## config.mk

```make
export PLATFORM = sky130hd
export DESIGN_NAME = id_ex_operand_stage
export DESIGN_NICKNAME = d
export VERILOG_FILES = /design/src/rtl/cpu_pkg.sv /design/src/rtl/fwd_mux3.sv /design/src/rtl/id_ex_operand_stage.sv
export SDC_FILE = /design/constraint.sdc
export NUM_CORES = 1
export LEC_CHECK = 0
export ABC_AREA = 1
export BUFFER_PORTS_ARGS = -buffer_cell sky130_fd_sc_hd__buf_2
export CORE_AREA = 2 2 228 230
export CTS_CLUSTER_SIZE = 8
export DETAILED_ROUTE_END_ITERATION = 12
export DIE_AREA = 0 0 230 232
export HOLD_SLACK_MARGIN = 0.12
export PLACE_DENSITY = 0.45
export SLEW_MARGIN = 20
export SYNTH_ARGS = -nofsm -noshare
export SYNTH_HDL_FRONTEND = slang
export SYNTH_SLANG_ARGS = --single-unit
```

## constraint.sdc

```tcl
create_clock -name clk -period 1.7 [get_ports clk]
set_input_delay 0 -clock clk [delete_from_list [all_inputs] [get_ports clk]]
set_output_delay 0 -clock clk [all_outputs]
set_load 0.01 [all_outputs]
```

## src/rtl/cpu_pkg.sv

```systemverilog
// Shared types for the EX-stage datapath: ALU op encoding, forwarding codes,
// and the zero register number used to make bubbles invisible to forwarding.
package cpu_pkg;

  localparam logic [4:0] XZR = 5'd31;

  typedef enum logic [2:0] {
    ALU_AND   = 3'd0,
    ALU_ORR   = 3'd1,
    ALU_ADD   = 3'd2,
    ALU_SUB   = 3'd3,
    ALU_PASSB = 3'd4
  } alu_op_t;

  typedef enum logic [1:0] {
    FWD_NONE = 2'b00,
    FWD_WB   = 2'b01,
    FWD_MEM  = 2'b10
  } fwd_sel_t;

endpackage

```

## src/rtl/fwd_mux3.sv

```systemverilog
// 3:1 operand forwarding mux. The unused code 2'b11 falls back to the
// registered operand so a stray code can never inject a bogus value.
module fwd_mux3
  import cpu_pkg::*;
#(
  parameter int DATA_W = 64
) (
  input  logic [1:0]        sel,
  input  logic [DATA_W-1:0] reg_data,
  input  logic [DATA_W-1:0] mem_data,
  input  logic [DATA_W-1:0] wb_data,
  output logic [DATA_W-1:0] out_data
);

  // select the freshest copy of the operand
  always_comb begin
    case (fwd_sel_t'(sel))
      FWD_MEM: out_data = mem_data;
      FWD_WB:  out_data = wb_data;
      default: out_data = reg_data;
    endcase
  end

endmodule

```

## src/rtl/id_ex_operand_stage.sv

```systemverilog
// ID/EX pipeline register with EX operand forwarding, load-use hazard
// detection and a saturating count of the bubbles that hazard inserts.
module id_ex_operand_stage
  import cpu_pkg::*;
#(
  parameter int DATA_W = 64,
  parameter int CNT_W  = 16
) (
  input  logic              clk,
  input  logic              reset_n,
  input  logic              valid_ID,
  input  logic [4:0]        Rn_ID,
  input  logic [4:0]        Rm_ID,
  input  logic [4:0]        Rd_ID,
  input  logic [DATA_W-1:0] RdData1_ID,
  input  logic [DATA_W-1:0] RdData2_ID,
  input  logic [DATA_W-1:0] Imm_ID,
  input  logic              ALUSrc_ID,
  input  logic [2:0]        ALUOp_ID,
  input  logic              RegWrite_ID,
  input  logic              MemRead_ID,
  input  logic              MemWrite_ID,
  input  logic              flush_EX,
  input  logic              hold_EX,
  input  logic [1:0]        FWDA,
  input  logic [1:0]        FWDB,
  input  logic [DATA_W-1:0] aluResult_MEM,
  input  logic [DATA_W-1:0] wbData_WB,
  output logic [4:0]        Rn_EX,
  output logic [4:0]        Rm_EX,
  output logic [4:0]        targetReg_EX,
  output logic [DATA_W-1:0] opA_EX,
  output logic [DATA_W-1:0] opB_EX,
  output logic [DATA_W-1:0] storeData_EX,
  output logic [2:0]        ALUOp_EX,
  output logic              RegWrite_EX,
  output logic              MemRead_EX,
  output logic              MemWrite_EX,
  output logic              valid_EX,
  output logic              loadUse_stall,
  output logic [CNT_W-1:0]  bubble_count
);

  logic [DATA_W-1:0] rd_data1_ex, rd_data2_ex, imm_ex;
  logic              alu_src_ex;
  logic [DATA_W-1:0] fwd_rn, fwd_rm;
  logic              write_bubble, count_bubble;

  // A load in EX feeding the instruction in ID must wait one cycle. Loads
  // to XZR produce nothing, so they never stall.
  assign loadUse_stall = valid_EX & MemRead_EX & (targetReg_EX != XZR) & valid_ID &
                         ((targetReg_EX == Rn_ID) | (targetReg_EX == Rm_ID));

  // flush beats hold; a stall only takes effect when EX is free to move
  assign write_bubble = flush_EX | (!hold_EX & loadUse_stall);
  assign count_bubble = !flush_EX & !hold_EX & loadUse_stall;

  // pipeline register: reset > flush > hold > load-use bubble > capture
  always_ff @(posedge clk) begin
    if (!reset_n || write_bubble) begin
      valid_EX     <= 1'b0;
      RegWrite_EX  <= 1'b0;
      MemRead_EX   <= 1'b0;
      MemWrite_EX  <= 1'b0;
      alu_src_ex   <= 1'b0;
      ALUOp_EX     <= '0;
      Rn_EX        <= XZR;
      Rm_EX        <= XZR;
      targetReg_EX <= XZR;
      rd_data1_ex  <= '0;
      rd_data2_ex  <= '0;
      imm_ex       <= '0;
    end else if (!hold_EX) begin
      valid_EX     <= valid_ID;
      RegWrite_EX  <= RegWrite_ID & valid_ID;
      MemRead_EX   <= MemRead_ID & valid_ID;
      MemWrite_EX  <= MemWrite_ID & valid_ID;
      alu_src_ex   <= ALUSrc_ID;
      ALUOp_EX     <= ALUOp_ID;
      Rn_EX        <= Rn_ID;
      Rm_EX        <= Rm_ID;
      targetReg_EX <= Rd_ID;
      rd_data1_ex  <= RdData1_ID;
      rd_data2_ex  <= RdData2_ID;
      imm_ex       <= Imm_ID;
    end
  end

  // saturating count of load-use bubbles (flush bubbles are not counted)
  always_ff @(posedge clk) begin
    if (!reset_n)
      bubble_count <= '0;
    else if (count_bubble && bubble_count != {CNT_W{1'b1}})
      bubble_count <= bubble_count + {{(CNT_W-1){1'b0}}, 1'b1};
  end

  fwd_mux3 #(.DATA_W(DATA_W)) u_fwd_a (
    .sel      (FWDA),
    .reg_data (rd_data1_ex),
    .mem_data (aluResult_MEM),
    .wb_data  (wbData_WB),
    .out_data (fwd_rn)
  );

  fwd_mux3 #(.DATA_W(DATA_W)) u_fwd_b (
    .sel      (FWDB),
    .reg_data (rd_data2_ex),
    .mem_data (aluResult_MEM),
    .wb_data  (wbData_WB),
    .out_data (fwd_rm)
  );

  assign opA_EX       = fwd_rn;
  assign storeData_EX = fwd_rm;
  assign opB_EX       = alu_src_ex ? imm_ex : fwd_rm;

endmodule
```

Word-level counts from Yosys, hierarchy flattened
Index checks and enable logic that the tools add are counted.
{"block": "totals", "regBits": 231, "latch_bits": 0, "ramBits": 0, "rom_bits": 0, "input_bits": 351, "elab_cells": 42, "n_memories": 0}
{"block": "classes", "add_sub_neg": 1, "mul": 0, "n_div": 0, "magnitude_cmp": 0, "eq_ne": 8, "shifts": 0, "muxes": 3, "n_bitwise": 12, "reduce_logical": 5}
{"operator": "64-bit case mux with 2 select lines", "count": 2}
{"operator": "64-bit two-way mux", "count": 1}
{"operator": "16-bit by 1-bit adder with 16-bit output (second input constant)", "count": 1}
{"operator": "16-bit inequality test (second input constant)", "count": 1}
{"operator": "1-bit bitwise AND", "count": 10}
{"operator": "5-bit == test", "count": 2}
{"operator": "5-bit inequality test (second input constant)", "count": 1}
{"operator": "2-bit by 1-bit == test with 1-bit output (second input constant)", "count": 2}
{"operator": "2-bit == test (second input constant)", "count": 2}
{"operator": "1-bit zero test", "count": 3}
{"operator": "1-bit OR", "count": 2}
{"operator": "1-bit logical AND", "count": 1}
{"operator": "1-bit logical OR", "count": 1}

Logic depth before layout (Yosys ltp)
Gate-level depths: netlist (run 1).
{"block": "logic_depth", "ltp_word": 7, "ltp_mapped": 13}

By module
A second synthesis (run 1) with hierarchy kept.
{"block": "hier_totals", "hier_cells": 2165, "hier_area_um2": 13163.9}
{"module": "id_ex_operand_stage", "n_inst": 1, "cells_each": 1333, "area_each_um2": 9720.6, "seq_area_each_um2": 4624.4}
{"module": "fwd_mux3", "n_inst": 2, "cells_each": 416, "area_each_um2": 1721.7, "seq_area_each_um2": 0.0}

Worst setup path after synthesis (run 1)
OpenSTA, ideal clock, no wires.
{"block": "synth_timing", "path_type": "register to register", "from": "reg bubble_count[0]", "to": "reg bubble_count[13]", "setup_ps": 113, "arrival_time_ps": 1407, "required_ps": 1587, "setup_slack_ps": 180, "stages_incl_launch_ff": 13, "n_path_buf": 0, "period_less_slack_ps": 1520, "path_cell_list": "dfxtp_1 > ha_1 > nand2_1 > nor2_1 > nand2_1 > nor2_2 > nand2_2 > nand2_2 > inv_2 > nand2_1 > nor2_1 > nor2_1 > nor2_1"}
{"block": "synth_via", "elab_chain_cells": 2, "word_cells_on_any_way": 3, "cone_classes": "1 x add/sub; 1 x eq/ne; 1 x reduce/logical"}
{"element": "start, declared", "line_no": "id_ex_operand_stage.sv:41", "text": "output logic [CNT_W-1:0] bubble_count"}
{"element": "start signal, assigned", "line_no": "id_ex_operand_stage.sv:94", "text": "bubble_count <= bubble_count + {{(CNT_W-1){1'b0}}, 1'b1};"}
{"element": "branches (longest 2 deep; another with 16-bit by 1-bit adder with 16-bit output)"}
Several ways; the timed one is not identified.
A chain may end at the register's enable or synchronous reset.

Worst setup path after layout (run 1)
{"block": "layout_timing", "from": "reg targetReg_EX[2]", "to": "reg imm_ex[45]"}
{"block": "layout_via", "elab_chain_cells": 7, "word_cells_on_any_way": 10, "cone_classes": "3 x eq/ne; 6 x bitwise; 1 x reduce/logical"}
{"element": "start, declared", "line_no": "id_ex_operand_stage.sv:31", "text": "output logic [4:0] targetReg_EX,"}
{"element": "start signal, assigned", "line_no": "id_ex_operand_stage.sv:82", "text": "targetReg_EX <= Rd_ID;"}
{"element": "5-bit inequality test", "line_no": "id_ex_operand_stage.sv:51", "text": "assign loadUse_stall = valid_EX & MemRead_EX & (targetReg_EX != XZR) & valid_ID &"}
{"element": "1-bit bitwise AND (2 in series)", "line_no": "id_ex_operand_stage.sv:51"}
{"element": "1-bit bitwise AND *", "line_no": "id_ex_operand_stage.sv:51"}
{"element": "1-bit bitwise AND *", "line_no": "id_ex_operand_stage.sv:55", "text": "assign write_bubble = flush_EX | (!hold_EX & loadUse_stall);"}
{"element": "1-bit OR *", "line_no": "id_ex_operand_stage.sv:55"}
{"element": "1-bit logical OR *", "line_no": "id_ex_operand_stage.sv:60", "text": "if (!reset_n || write_bubble) begin"}
{"element": "end signal, assigned", "line_no": "id_ex_operand_stage.sv:85", "text": "imm_ex <= Imm_ID;"}
{"element": "end, declared", "line_no": "id_ex_operand_stage.sv:44", "text": "logic [DATA_W-1:0] rd_data1_ex, rd_data2_ex, imm_ex;"}
Every way passes the cells marked *; elsewhere a longest branch is shown, timed or not.

==> flow_metrics.env, run 1 <==
export IMPL_post_route_cells_drive_above_1_share_pct=27.5
export IMPL_critical_path_slowest_cell="sky130_fd_sc_hd__dfxtp_2"
export IMPL_synthesis_instances=2033
export IMPL_placed_area_sq_um=16700
export IMPL_status="completed"
export IMPL_r2r_cells=8
export IMPL_number_of_enable_type_register_cells_in_the_synthesized_netlist=0
export IMPL_port_buffers=581
export IMPL_fraction_of_the_mapped_netlist_area_in_adder_cells_pct=0.498
export IMPL_final_setup_viol_count=0
export IMPL_place_worst_setup_slack_ns=-0.120
export IMPL_synthesis_area_per_instance_sq_um=6.18
export IMPL_initial_core_util_pct=24.7
export IMPL_clock_skew_final_ns=0.0159
export IMPL_timing_critical_path_buf_inv=2
export IMPL_critPathRequiredTime_ns=2.12
export IMPL_crit_path_max_fanout=37
export IMPL_finalHoldViolations=0
export IMPL_cp_data_arrival_time_ns=2.08
export IMPL_power_per_cell_area_nw_per_um2=778
export IMPL_reg2reg_setup_slack_ns=0.05
export IMPL_globalplace_congestion=0.968
export IMPL_final_area_sq_um=20800
export IMPL_grt_pass1_vias=15800
export IMPL_die_h_microns=232
export IMPL_worst_path_dominant_cell_family="simple AND/OR/NAND/NOR gates"
export IMPL_cts_tree="done"
export IMPL_worst_slack_ns=0.0473
export IMPL_globalRouteTotalUtil_pct=23.1
export IMPL_drt_vias_per_instance=4.44
export IMPL_cts_root_buf="sky130_fd_sc_hd__clkbuf_16"
export IMPL_final_period_utilization_pct=97.2
export IMPL_count_leader_synth="sky130_fd_sc_hd__nand2_1"
export IMPL_synth_compound_area_share_pct=23.1
export IMPL_ys_ff_latch=231
export IMPL_die_area_sq_um=53400
export IMPL_worst_slew_pin_slew_ns=0.707
export IMPL_holdPathEnd="imm_ex[22]"
export IMPL_grt_max_degree=179
export IMPL_yosys_area_top_type="sky130_fd_sc_hd__dfxtp_1"
export IMPL_crit_reg2reg_capture="imm_ex[45]"
export IMPL_total_wire_length_microns=64100
export IMPL_slew_limit_headroom_pct=52.9
export IMPL_worst_path_stages=8
export IMPL_synth_fp_nets=2389
export IMPL_cts_sink_cnt=231
export IMPL_rsz0062_at_grt="true"
export IMPL_drc_viols=0
export IMPL_core_region_area_sq_um=50900
export IMPL_cp_start_kind="flop"
export IMPL_cpMostUsedCell="sky130_fd_sc_hd__nor2_1"
export IMPL_std_cell_rows=83
export IMPL_dp_cells=3257
export IMPL_area_growth_syn_to_layout_pct=65.5
export IMPL_drtAntennaViolNets=0
export IMPL_io_pin_count=582
export IMPL_grt_first_pass_wirelength_microns=93600
export IMPL_max_cap_violations=0
export IMPL_synthDistinctLibCells=25
export IMPL_vias=15944
export IMPL_setup_worst_path_end_class="flop"
export IMPL_finish_cell_count_without_fillers=3587
export IMPL_synth_largest_type_area_fraction_pct=36.8
export IMPL_crit_start="targetReg_EX[2]"
export IMPL_globalRoute_totalOverflow=0
export IMPL_post_synthesis_async_set_or_reset_flop_share_pct=0
export IMPL_worst_skew_pair_late_latency_ns=0.55
export IMPL_first_pass_iters=6
export IMPL_vdd_ir_drop_worst_uv=550
export IMPL_nNetsFinal=3250
export IMPL_worst_hold_path_type="in -> reg"
export IMPL_clkTransAtPathRegs_ns=0.05
export IMPL_synth_seq_area_share_pct=36.8
export IMPL_yosys_top_cells_count="sky130_fd_sc_hd__nand2_1, sky130_fd_sc_hd__o21ai_0, sky130_fd_sc_hd__inv_1"
export IMPL_drt_iter0_markers=897
export IMPL_min_delay_path_depth=4
export IMPL_yosys_area_share_xor_xnor_pct=0.140
export IMPL_hold_path_startpoint="Imm_ID[22]"
export IMPL_routed_wire_length_per_instance_microns=17.9
export IMPL_grt_antenna_before_repair=25
export IMPL_postSynth_topFlopCell="sky130_fd_sc_hd__dfxtp_1"
export IMPL_final_core_utilization_pct=40.8
export IMPL_dp_hpwl_microns=49000
export IMPL_chipWidth_microns=230
export IMPL_finalPower_mw=16.2
export IMPL_htree_num_levels=2
export IMPL_fillers=5516
export IMPL_yosys_mux_area_fraction_pct=0
export IMPL_combinational_family_with_the_most_area_after_synthesis="simple AND/OR/NAND/NOR gates"
export IMPL_slew_viol_final=0
export IMPL_slowest_delay_ns=0.33
export IMPL_number_of_warnings_printed_during_yosys_synthesis=0
export IMPL_syn_area_sq_um=12600
export IMPL_cts_inserted_buffers=35
export IMPL_post_synth_and_or_nand_nor_area_fraction_pct=23.2
export IMPL_critical_path_reg2reg_startpoint="targetReg_EX[2]"
export IMPL_clock_tree_buffer_depth=3
export IMPL_static_leakage_power_nw=10.2
export IMPL_max_clock_freq_ghz=0.605
export IMPL_path_cells="buf_4, nand3_1, nor3_1, nor2_1, nand3_2, nand2_8, buf_12, nor2_1"
export IMPL_path_class="reg -> reg"
export IMPL_synth_area_top_cells="sky130_fd_sc_hd__dfxtp_1, sky130_fd_sc_hd__o21ai_0, sky130_fd_sc_hd__nand2_1"
export IMPL_min_period_ns=1.65
## power breakdown
group | switching (mW) | internal [mW] | leakage (nW)
logic | 2.20 | 1.83 | 7.86
clock network | 2.64 | 3.80 | 0.474
registers | 0.0627 | 5.63 | 1.89
## placed cells by master, fill, tap and decap left out, types with 11 or more instances in the layout
master,Yosys,routed
sky130_fd_sc_hd__a21oi_1,11,11
sky130_fd_sc_hd__o22ai_1,126,110
sky130_fd_sc_hd__buf_12,0,26
sky130_fd_sc_hd__clkbuf_16,0,36
sky130_fd_sc_hd__buf_2,22,578
sky130_fd_sc_hd__o21ai_0,386,343
sky130_fd_sc_hd__o211ai_1,12,12
sky130_fd_sc_hd__nand3_1,12,12
sky130_fd_sc_hd__o21ai_1,0,32
sky130_fd_sc_hd__dlygate4sd3_1,0,269
sky130_fd_sc_hd__nor2_1,267,263
sky130_fd_sc_hd__inv_2,11,11
sky130_fd_sc_hd__o21ai_2,0,11
sky130_fd_sc_hd__dfxtp_1,231,224
sky130_fd_sc_hd__nand2_1,473,468
sky130_fd_sc_hd__o22ai_2,0,15
sky130_fd_sc_hd__buf_4,0,79
sky130_fd_sc_hd__inv_1,343,340
## cell type report
type | count | area, sq um | area share (%)
multi-input combinational | 1309 | 6100 | 29.4
timing repair inverter | 2 | 10.0 | 0.0482
antenna | 5 | 12.5 | 0.0602
timing repair buffer | 959 | 6830 | 32.9
clock buffer | 42 | 922 | 4.44
clock inverter | 3 | 55.1 | 0.265
tap | 680 | 851 | 4.09
inverter | 356 | 1360 | 6.53
sequential | 231 | 4650 | 22.4
## routing by layer
metal / wire length (microns) / track usage [%] / part of all wire, % / vias up
li1: - / - / - / 8086
met1: 24300 / 24.8 / 38 / 7140
met2: 32500 / 42.4 / 51 / 537
met3: 4720 / 7.04 / 7.4 / 139
met4: 2260 / 8.43 / 3.5 / 42
met5: 282 / 0 / 0.44 / -
## tightest hold or removal path, stage by stage
cell                            delay [ns]
sky130_fd_sc_hd__dlygate4sd3_1        0.52
sky130_fd_sc_hd__buf_2                0.09
sky130_fd_sc_hd__o21ai_0              0.06
sky130_fd_sc_hd__nor2_1               0.09
## timing repair
action	CTS	global route
pin swaps	4	7
hold endpoints to repair	231	0
cloned	3	1
resized for setup	43	67
hold buffers	269	0
setup endpoints to repair	278	260
buffers inserted	4	3
## flip-flops by register name (all words and copies together) (netlist names)
register	cells
MemRead_EX	1
ALUOp_EX	3
alu_src_ex	1
Rm_EX	5
bubble_count	16
MemWrite_EX	1
rd_data2_ex	64
targetReg_EX	5
valid_EX	1
imm_ex	64
Rn_EX	5
RegWrite_EX	1
rd_data1_ex	64
## worst max-delay path by stage
| stage | end | slack (ns) |
|---|---|---|
| CTS | loadUse_stall | -0.006 |
| global route | bubble_count[13] | -0.09 |
| floorplan | bubble_count[13] | 0.18 |
| detailed placement | opB_EX[38] | -0.12 |
| global placement | opB_EX[38] | -0.10 |
| finish | imm_ex[45] | 0.05 |
## through the flow
| stage | hold slack (ns) | setup TNS (ns) |
|---|---|---|
| CTS | 0.209 | -0.00602 |
| global route | 0.249 | -10.08 |
| finish | 0.240 | 0 |
| floorplan | 0.126 | 0 |
| global placement | 0.234 | -7.41 |
| detailed placement | 0.240 | -3.68 |
## logic make-up (layout without fill, tap and decap cells)
group / count (synthesis) / count (layout)
AOI/OAI and AO/OA: 539 / 539
and+or+nand+nor: 763 / 763
buffers and inverters: 493 / 1362
DFF: 231 / 231
other: 0 / 5
xor gates and xnor gates: 2 / 2
adders and majority gates: 5 / 5
(Power assumes the default switching activity.)
==> run 2, diff against run 1 <==
--- a/config.mk
+++ b/config.mk
@@ -8,11 +8,11 @@
 export ABC_AREA = 1
 export BUFFER_PORTS_ARGS = -buffer_cell sky130_fd_sc_hd__buf_2
 export CORE_AREA = 2 2 228 230
-export CTS_CLUSTER_SIZE = 8
+export CTS_BUF_LIST = sky130_fd_sc_hd__clkbuf_8
+export CTS_CLUSTER_SIZE = 10
 export DETAILED_ROUTE_END_ITERATION = 12
 export DIE_AREA = 0 0 230 232
 export HOLD_SLACK_MARGIN = 0.12
-export PLACE_DENSITY = 0.45
 export SLEW_MARGIN = 20
 export SYNTH_ARGS = -nofsm -noshare
 export SYNTH_HDL_FRONTEND = slang
==> run 2 against run 1 <==
Against the previous run:
- the run now ends with setup timing left
- global-route usage fell by 0.47 points
- die area unchanged
- sequential power hardly changed
- worst setup slack got worse by 0.047 ns
- cell area rose by 3.5%
- via count is 4.0% higher
- maximum frequency is 2.8% lower
- combinational power grew 6.5%
==> flow_metrics.env, run 2 (synthesized netlist as in run 1, its figures left out) <==
export IMPL_status="complete, but fails checks"
export IMPL_violations="setup timing"
export IMPL_grt_pass1_vias=15936
export IMPL_max_clock_freq_ghz=0.588
export IMPL_cts_tree="done"
export IMPL_cts_sink_cnt=231
export IMPL_core_region_area_sq_um=50900
export IMPL_worst_path_dominant_cell_family="buffers and inverters"
export IMPL_p_sw_share_pct=32.3
export IMPL_area_occupied_by_registers_sq_um=4650
export IMPL_comb_power_share_pct=28.1
export IMPL_power_switching_mw=4.93
export IMPL_first_pass_iters=5
export IMPL_clock_network_power_share_pct=34.6
export IMPL_regs_by_ff_count="imm_ex x64, rd_data1_ex x64, rd_data2_ex x64"
export IMPL_grt_first_pass_wirelength_microns=92500
export IMPL_cp_data_arrival_time_ns=1.70
export IMPL_finish_cell_count_without_fillers=3658
export IMPL_slew_viol_final=0
export IMPL_grt_max_degree=174
export IMPL_place_worst_setup_slack_ns=-0.0694
export IMPL_worst_slew_pin_slew_ns=0.476
export IMPL_grt_antenna_before_repair=7
export IMPL_vias=16580
export IMPL_path_class="reg -> out"
export IMPL_intPower_mw=10.3
export IMPL_final_core_utilization_pct=42.3
export IMPL_final_common_cell="sky130_fd_sc_hd__buf_2"
export IMPL_seqPwrFrac_pct=37.3
export IMPL_die_h_microns=232
export IMPL_globalplace_congestion=0.892
export IMPL_rsz0062_at_grt="true"
export IMPL_min_period_ns=1.70
export IMPL_htree_num_levels=2
export IMPL_slowest_delay_ns=0.37
export IMPL_critPathRequiredTime_ns=1.70
export IMPL_port_buffers=581
export IMPL_worst_skew_pair_late_latency_ns=0.62
export IMPL_dp_cells=3246
export IMPL_slew_limit_headroom_pct=67.9
export IMPL_clkTransAtPathRegs_ns=0.07
export IMPL_vdd_ir_drop_worst_uv=547
export IMPL_fillers=5273
export IMPL_area_growth_syn_to_layout_pct=71.4
export IMPL_cts_inserted_buffers=43
export IMPL_die_area_sq_um=53400
export IMPL_clock_tree_buffer_depth=3
export IMPL_worst_hold_path_type="in -> reg"
export IMPL_critical_path_slowest_cell="sky130_fd_sc_hd__dfxtp_4"
export IMPL_finalHoldViolations=0
export IMPL_nNetsFinal=3302
export IMPL_worst_hold_slack_ns=0.185
export IMPL_static_leakage_power_nw=10.6
export IMPL_routed_wire_length_per_instance_microns=17.8
export IMPL_max_cap_violations=0
export IMPL_worst_slack_ns=-0.000122
export IMPL_drtAntennaViolNets=0
export IMPL_io_pin_count=582
export IMPL_cts_root_buf="sky130_fd_sc_hd__clkbuf_8"
export IMPL_setup_worst_path_end_class="primary output"
export IMPL_drt_iter0_markers=974
export IMPL_chipWidth_microns=230
export IMPL_globalRouteTotalUtil_pct=22.6
export IMPL_drc_viols=0
export IMPL_globalRoute_totalOverflow=0
export IMPL_multiInputGateArea_sq_um=6260
export IMPL_drt_vias_per_instance=4.53
export IMPL_post_route_cells_drive_above_1_share_pct=29.1
export IMPL_clock_skew_final_ns=0.0354
export IMPL_timing_critical_path_buf_inv=4
export IMPL_path_cells="inv_12, buf_12, clkbuf_16, nand2_1, o21ai_1, buf_2"
export IMPL_layout_cells_most_common_list="sky130_fd_sc_hd__buf_2, sky130_fd_sc_hd__nand2_1, sky130_fd_sc_hd__inv_1, sky130_fd_sc_hd__o21ai_0, sky130_fd_sc_hd__dlygate4sd3_1"
export IMPL_crit_path_max_fanout=7
export IMPL_std_cell_rows=83
export IMPL_final_setup_viol_count=1
export IMPL_power_per_cell_area_nw_per_um2=710
export IMPL_final_period_utilization_pct=100
export IMPL_cp_start_kind="flop"
export IMPL_dp_hpwl_microns=42700
export IMPL_total_wire_length_microns=65000
export IMPL_initial_core_util_pct=24.7
-- run 2: area by class of cell --
cell class	instances	area share (%)
repair buffers	1005	35.2
multi-input cells	1309	29.1
flip-flops and latches	231	21.6
inverters	356	6.33
well taps	680	3.95
clock buffers	48	3.07
clock inverters	25	0.669
diodes	4	0.0465
-- run 2: per-stage QoR --
stage	total power, mW	instance area [sq um]	TNS, ns
2_1_floorplan	7.48	12600	0
3_3_place_gp	9.05	16600	-0.826
3_5_place_dp	9.06	16600	-1.48
4_1_cts	15.2	21100	-2.85
5_1_grt	16.1	21500	-12.00
6_report	15.3	21500	-0.000122
-- run 2: final timing paths --
check / startpoint / to / slack [ns] / cells past startpoint
max: alu_src_ex / opB_EX[62] / -0.0001 / 6
min: RdData2_ID[41] / rd_data2_ex[41] / 0.18 / 4
max reg2reg: targetReg_EX[3] / rd_data1_ex[2] / 0.01 / 10
min reg2reg: ALUOp_EX[0] / ALUOp_EX[0] / 0.47 / 2
-- run 2: repair_timing --
item | 4_1_cts | 5_1_grt
cloned | 11 | 5
endpoints found under the setup margin | 216 | 292
hold buffers | 309 | 0
setup buffers | 8 | 2
hold endpoints to repair | 231 | 0
gates resized for setup | 133 | 86
pin swaps | 8 | 21
-- run 2: metal layers --
layer,track usage [%],share of wire [%],up-vias
li1,-,-,8215
met1,26.5,40,7530
met2,40.1,49,713
met3,4.73,7.0,120
met4,9.05,3.7,2
met5,0,0.011,-
-- run 2: worst reg2reg max path, cell delays in order, from the launching register on --
cell and delay (ns):
sky130_fd_sc_hd__dfxtp_4 0.37, sky130_fd_sc_hd__inv_2 0.04, sky130_fd_sc_hd__nand2_1 0.05, sky130_fd_sc_hd__nand2_1 0.04
sky130_fd_sc_hd__nor2_1 0.11, sky130_fd_sc_hd__nand3_1 0.10, sky130_fd_sc_hd__nand2_2 0.09, sky130_fd_sc_hd__nand3_2 0.14
sky130_fd_sc_hd__nand2_8 0.29, sky130_fd_sc_hd__buf_4 0.26, sky130_fd_sc_hd__nor2_1 0.06
-- run 2: power groups by stage --
stage	Combinational [mW]	Sequential (mW)	Clock [mW]
2_1_floorplan	1.68	5.80	0
5_1_grt	4.64	5.71	5.71
3_3_place_gp	3.25	5.80	0
3_5_place_dp	3.26	5.81	0
6_report	4.29	5.69	5.29
4_1_cts	4.10	5.69	5.45
